[src/rtl/issue_scoreboard.sv]
// Purpose: per-register pending-write scoreboard that holds issue on RAW/WAW hazards and when the in-flight tracker is full.
// Latency: stall flags are combinational from registered state; mask/count/error update on the next rising edge.
// Backpressure: issue_stall holds decode; writebacks are always accepted and are never bypassed into the same-cycle stall.
module issue_scoreboard #(
    parameter int NUM_REGS        = 32,
    parameter int MAX_OUTSTANDING = 8,
    localparam int REG_ADDR_WIDTH = $clog2(NUM_REGS),
    localparam int CNT_W          = $clog2(MAX_OUTSTANDING + 1)
) (
    input  logic                      clk,
    input  logic                      rst,
    input  logic                      issue_valid,
    input  logic [REG_ADDR_WIDTH-1:0] issue_rs1,
    input  logic [REG_ADDR_WIDTH-1:0] issue_rs2,
    input  logic [REG_ADDR_WIDTH-1:0] issue_rs3,
    input  logic                      issue_uses_rs3,
    input  logic [REG_ADDR_WIDTH-1:0] issue_rd,
    input  logic                      issue_reg_write,
    input  logic                      issue_long,
    input  logic                      wb_valid,
    input  logic [REG_ADDR_WIDTH-1:0] wb_rd,
    output logic                      issue_stall,
    output logic                      stall_raw,
    output logic                      stall_waw,
    output logic                      stall_full,
    output logic [NUM_REGS-1:0]       pending_mask,
    output logic [CNT_W-1:0]          outstanding_cnt,
    output logic                      idle,
    output logic                      err_spurious_wb
);

    logic [NUM_REGS-1:0] pending_q;
    logic [NUM_REGS-1:0] pending_d;
    logic [CNT_W-1:0]    cnt_q;
    logic [CNT_W-1:0]    cnt_d;
    logic                err_q;
    logic                err_d;
    logic                rd_nonzero;
    logic                accept;
    logic                track;
    logic                wb_hit;
    logic                wb_spur;

    // Hazard detection from registered state only; a write to x0 never needs tracking.
    always_comb begin
        rd_nonzero  = (issue_rd != '0);
        stall_raw   = issue_valid &&
                      (pending_q[issue_rs1] || pending_q[issue_rs2] ||
                       (issue_uses_rs3 && pending_q[issue_rs3]));
        stall_waw   = issue_valid && issue_reg_write && rd_nonzero && pending_q[issue_rd];
        stall_full  = issue_valid && issue_long && issue_reg_write && rd_nonzero &&
                      (cnt_q == CNT_W'(MAX_OUTSTANDING));
        issue_stall = stall_raw | stall_waw | stall_full;
    end

    // Next-state: a tracked issue and a matching writeback always hit different registers
    // (WAW would otherwise have stalled the issue), so set and clear can both apply.
    always_comb begin
        accept    = issue_valid && !issue_stall;
        track     = accept && issue_long && issue_reg_write && rd_nonzero;
        wb_hit    = wb_valid && pending_q[wb_rd];
        wb_spur   = wb_valid && !pending_q[wb_rd];
        pending_d = pending_q;
        cnt_d     = cnt_q;
        err_d     = err_q | wb_spur;
        if (wb_hit) begin
            pending_d[wb_rd] = 1'b0;
        end
        if (track) begin
            pending_d[issue_rd] = 1'b1;
        end
        if (track && !wb_hit) begin
            cnt_d = cnt_q + CNT_W'(1);
        end else if (wb_hit && !track) begin
            cnt_d = cnt_q - CNT_W'(1);
        end
    end

    // State registers; reset discards every tracked write and the sticky error.
    always_ff @(posedge clk) begin
        if (rst) begin
            pending_q <= '0;
            cnt_q     <= '0;
            err_q     <= 1'b0;
        end else begin
            pending_q <= pending_d;
            cnt_q     <= cnt_d;
            err_q     <= err_d;
        end
    end

    // Registered state is exported directly.
    always_comb begin
        pending_mask    = pending_q;
        outstanding_cnt = cnt_q;
        idle            = (cnt_q == '0);
        err_spurious_wb = err_q;
    end

endmodule

[config.mk]
export PLATFORM = sky130hd
export DESIGN_NAME = issue_scoreboard
export DESIGN_NICKNAME = d
export VERILOG_FILES = /design/src/rtl/issue_scoreboard.sv
export SDC_FILE = /design/constraint.sdc
export NUM_CORES = 1
export LEC_CHECK = 0
export BUFFER_PORTS_ARGS = -buffer_cell sky130_fd_sc_hd__buf_2
export CAP_MARGIN = 20
export CORE_MARGIN = 1
export CORE_UTILIZATION = 30
export DETAILED_ROUTE_END_ITERATION = 16
export GPL_TIMING_DRIVEN = 0
export PLACE_DENSITY = 0.59
export SYNTH_ARGS = -nofsm -noshare
export SYNTH_HDL_FRONTEND = slang
export SYNTH_SLANG_ARGS = --single-unit
[constraint.sdc]
create_clock -name clk -period 7.6 [get_ports clk]
set_input_delay 0.76 -clock clk [delete_from_list [all_inputs] [get_ports clk]]
set_output_delay 0.76 -clock clk [all_outputs]
set_load 0.005 [all_outputs]
==> flow_summary.toml <==
[logic_synthesis]
synth-async-reset-ratio_pct = 0
synth_fp_nets = 397
synth_common_cells = "mux2i_1, dfxtp_1, nand2_1"
synth_cell_types = 44
synth_largest_area_cell = "dfxtp_1"
syn_avg_cell_area_um2 = 8.866
synth_cells = 361
netlist_top_cells_area = "dfxtp_1, mux2i_1, mux4_2, o41ai_1, a22oi_1"
synth_most_common_cell = "mux2i_1"
synthesis.area_mm2 = 0.003201
yosys.area.top_type_share_pct = 23.14
synth_warnings = 0
ys_ff_latch = 37
yosys_most_used_dff = "dfxtp_1"
synth-seq-area-share_pct = 23.14
synth_edf_count = 0

[global_routing]
antenna_found_initial = 0
grt_pass1_wl_mm = 18.18
grt_max_degree = 13
grt_pass1_vias = 3258
grt_usage_pct = 21.21
globalRouteOverflowTotal = 0

[timing]
finalSetupViolCount = 0
drv_slew = 0
tightest_slew_ns = 0.7019
slew_headroom_pct = 53.20
finalCriticalPeriod_ns = 4.585
hold_violations = 0
period_share_pct = 60.34
clock.fmax_ghz = 0.2181
fin_tns_setup_ns = 0
rsz0062_at_grt = "false"
fin_skew_ns = 0.009597

[clocking]
clock_latency_ns = 0.30
ctsResizeCount = 0
root_buffer = "clkbuf_8"
htreeDepth = 2
ctsHoldBuffers = 0
cts_sinks = 37
cts_tree = "done"
post_cts_buffers = 0
clk_pin_slew_ns = 0.07
cts_made_buffers = 5
cts_buffer_depth = 2

[worst_hold_path]
hold-path-endpoint = "err_spurious_wb$_SDFF_PP0_"
worst_hold_startpoint = "err_spurious_wb$_SDFF_PP0_"
hp-class = "flip-flop to flip-flop"
holdPathStages = 2

[critical_path]
cp.arrival_ns = 4.80
r2r-end = "outstanding_cnt[3]$_SDFFE_PP0P_"
critPathCaptureType = "flip-flop"
regToRegSetupSlack_ns = 3.63
critPathMaxFanout = 10
required_ns = 7.82
reg2reg_from = "pending_mask[5]$_SDFF_PP0_"
cp-start-kind = "input pin"
worst-setup-path-type = "input pin to flip-flop"
r2r_cells = 16

[placed_design]
portBuffers = 66
dp.cells = 563
routabilityCongestion = 0.9225
hpwlAfterDp_mm = 8.835

[die]
die_w_um = 105.3
core_area_mm2 = 0.01032
die_y_um = 105.3
initial_core_util_pct = 31.00
dieArea_mm2 = 0.01109
rows = 37
ios = 74

[finish]
fin_cells = 571
fin_nets = 470
area_growth_pct = 19.12
drive_gt1_share_pct = 23.45
antenna_cells = 0

[power_and_ir_drop]
power_frac_comb_pct = 20.4
p_per_area_mw_per_mm2 = 122.1
power_leakage_nw = 1.530
pwr-share-seq_pct = 42.9
ir_drop_mv = 0.06506
swShare_pct = 28.46
p_int_uw = 333.2
clkPwrFrac_pct = 36.8
p_sw_uw = 132.5

[routing]
drt_first_pass_iters = 5
first_iter_violations = 361
drcViolationCount = 0
vias = 3444
routedWlPerCell_um = 20.70
totalWireLength_mm = 11.82
vias_per_cell = 6.032
drtAntennaViolNets = 0

[run]
drv_cap = 0

[status]
status = "finished, final reports clean"
## worst max-delay path by stage
stage | startpoint | to | cells after the start | slack (ns)
after floorplan | issue_rs2[0] | outstanding_cnt[3]$_SDFFE_PP0P_ | 18 | 3.43
after global placement | issue_rs2[0] | outstanding_cnt[3]$_SDFFE_PP0P_ | 18 | 2.86
after CTS | issue_rs2[0] | outstanding_cnt[3]$_SDFFE_PP0P_ | 18 | 3.04
after global routing | issue_rs2[0] | outstanding_cnt[3]$_SDFFE_PP0P_ | 18 | 2.73
after detailed placement | issue_rs2[0] | outstanding_cnt[3]$_SDFFE_PP0P_ | 18 | 2.74
final | issue_rs2[0] | outstanding_cnt[3]$_SDFFE_PP0P_ | 18 | 3.01
## cells in the final DEF, fill, tap and decap left out, types with 2 or more instances in the layout
master / count
o211ai_1: 16
nor3b_1: 4
o311ai_0: 8
nor2_1: 18
mux2i_1: 51
a21oi_1: 13
and4_1: 2
dfxtp_1: 37
buf_2: 71
a22oi_1: 16
o21ai_0: 16
a211oi_1: 4
mux2_2: 3
o41ai_1: 16
or3_1: 3
a211o_1: 8
nand2_1: 27
nand2b_1: 7
nand3_1: 16
mux4_2: 16
a21o_1: 2
nand3b_1: 3
clkbuf_1: 18
and2_1: 3
xnor2_1: 2
clkbuf_8: 5
nand4_1: 4
nor2b_1: 9
and3b_1: 3
ha_1: 3
inv_1: 14
nor3_1: 2
## metrics by stage
| stage | total power [mW] | hold WS [ns] | worst slack, ns | util [%] | area [µm²] |
|---|---|---|---|---|---|
| 2_1_floorplan | 0.2667 | 0.4604 | 3.425 | - | 3201 |
| 3_3_place_gp | 0.2961 | 0.4555 | 2.863 | 35.85 | 3701 |
| 3_5_place_dp | 0.2979 | 0.4610 | 2.742 | 35.85 | 3701 |
| 4_1_cts | 0.4670 | 0.4796 | 3.044 | 36.93 | 3812 |
| 5_1_grt | 0.4889 | 0.5059 | 2.727 | 36.93 | 3812 |
| 6_report | 0.4657 | 0.4745 | 3.015 | 36.93 | 3812 |
## worst max-delay path: stages
cell and delay, ns:
clkbuf_1 0.37, clkbuf_1 0.60, mux2i_1 0.31, a22oi_1 0.09
nand3_1 0.10, nand4_1 0.16, o31ai_4 0.39, nand3_2 0.30
buf_6 0.24, inv_1 0.05, ha_1 0.17, inv_1 0.09
ha_1 0.27, a21o_1 0.17, a21oi_1 0.17, xnor2_1 0.11
or3_1 0.31, a21oi_1 0.14
## power by group through the flow
| stage | combinational [mW] | sequential, mW | clock, mW |
|---|---|---|---|
| after floorplan | 0.0634 | 0.203 | 0 |
| after global placement | 0.0920 | 0.204 | 0 |
| after detailed placement | 0.0937 | 0.204 | 0 |
| after CTS | 0.0940 | 0.200 | 0.173 |
| after global routing | 0.103 | 0.200 | 0.186 |
| final | 0.0948 | 0.200 | 0.171 |
## final cells by class
class / instances / area, µm²
buffer: 24 / 103.9
clock buffer: 6 / 72.57
clock inverter: 2 / 38.79
fill: 1071 / 6511
inverter: 15 / 56.30
multi-input combinational: 285 / 2300
sequential: 37 / 740.7
tap: 136 / 170.2
timing repair buffer: 66 / 330.3
## flip-flops by register name, indices dropped and copies added, names as in the netlist
signal	flops
pending_mask	32
err_spurious_wb	1
outstanding_cnt	4
## metal layers
layer	part of all wire (%)	global-route usage [%]
met1	43	28.96
met2	45	33.04
met3	8.4	2.721
met4	4.3	10.16
met5	0	0
## logic make-up after synthesis
logic type,after synthesis,synth area share (%)
compound gates,102,23.42
xor+xnor,3,0.8211
buf+inv,39,5.003
fa+ha+maj,4,1.798
simple gates,106,17.55
flops,37,23.14
mux,70,28.26
(Power assumes the default switching activity.)
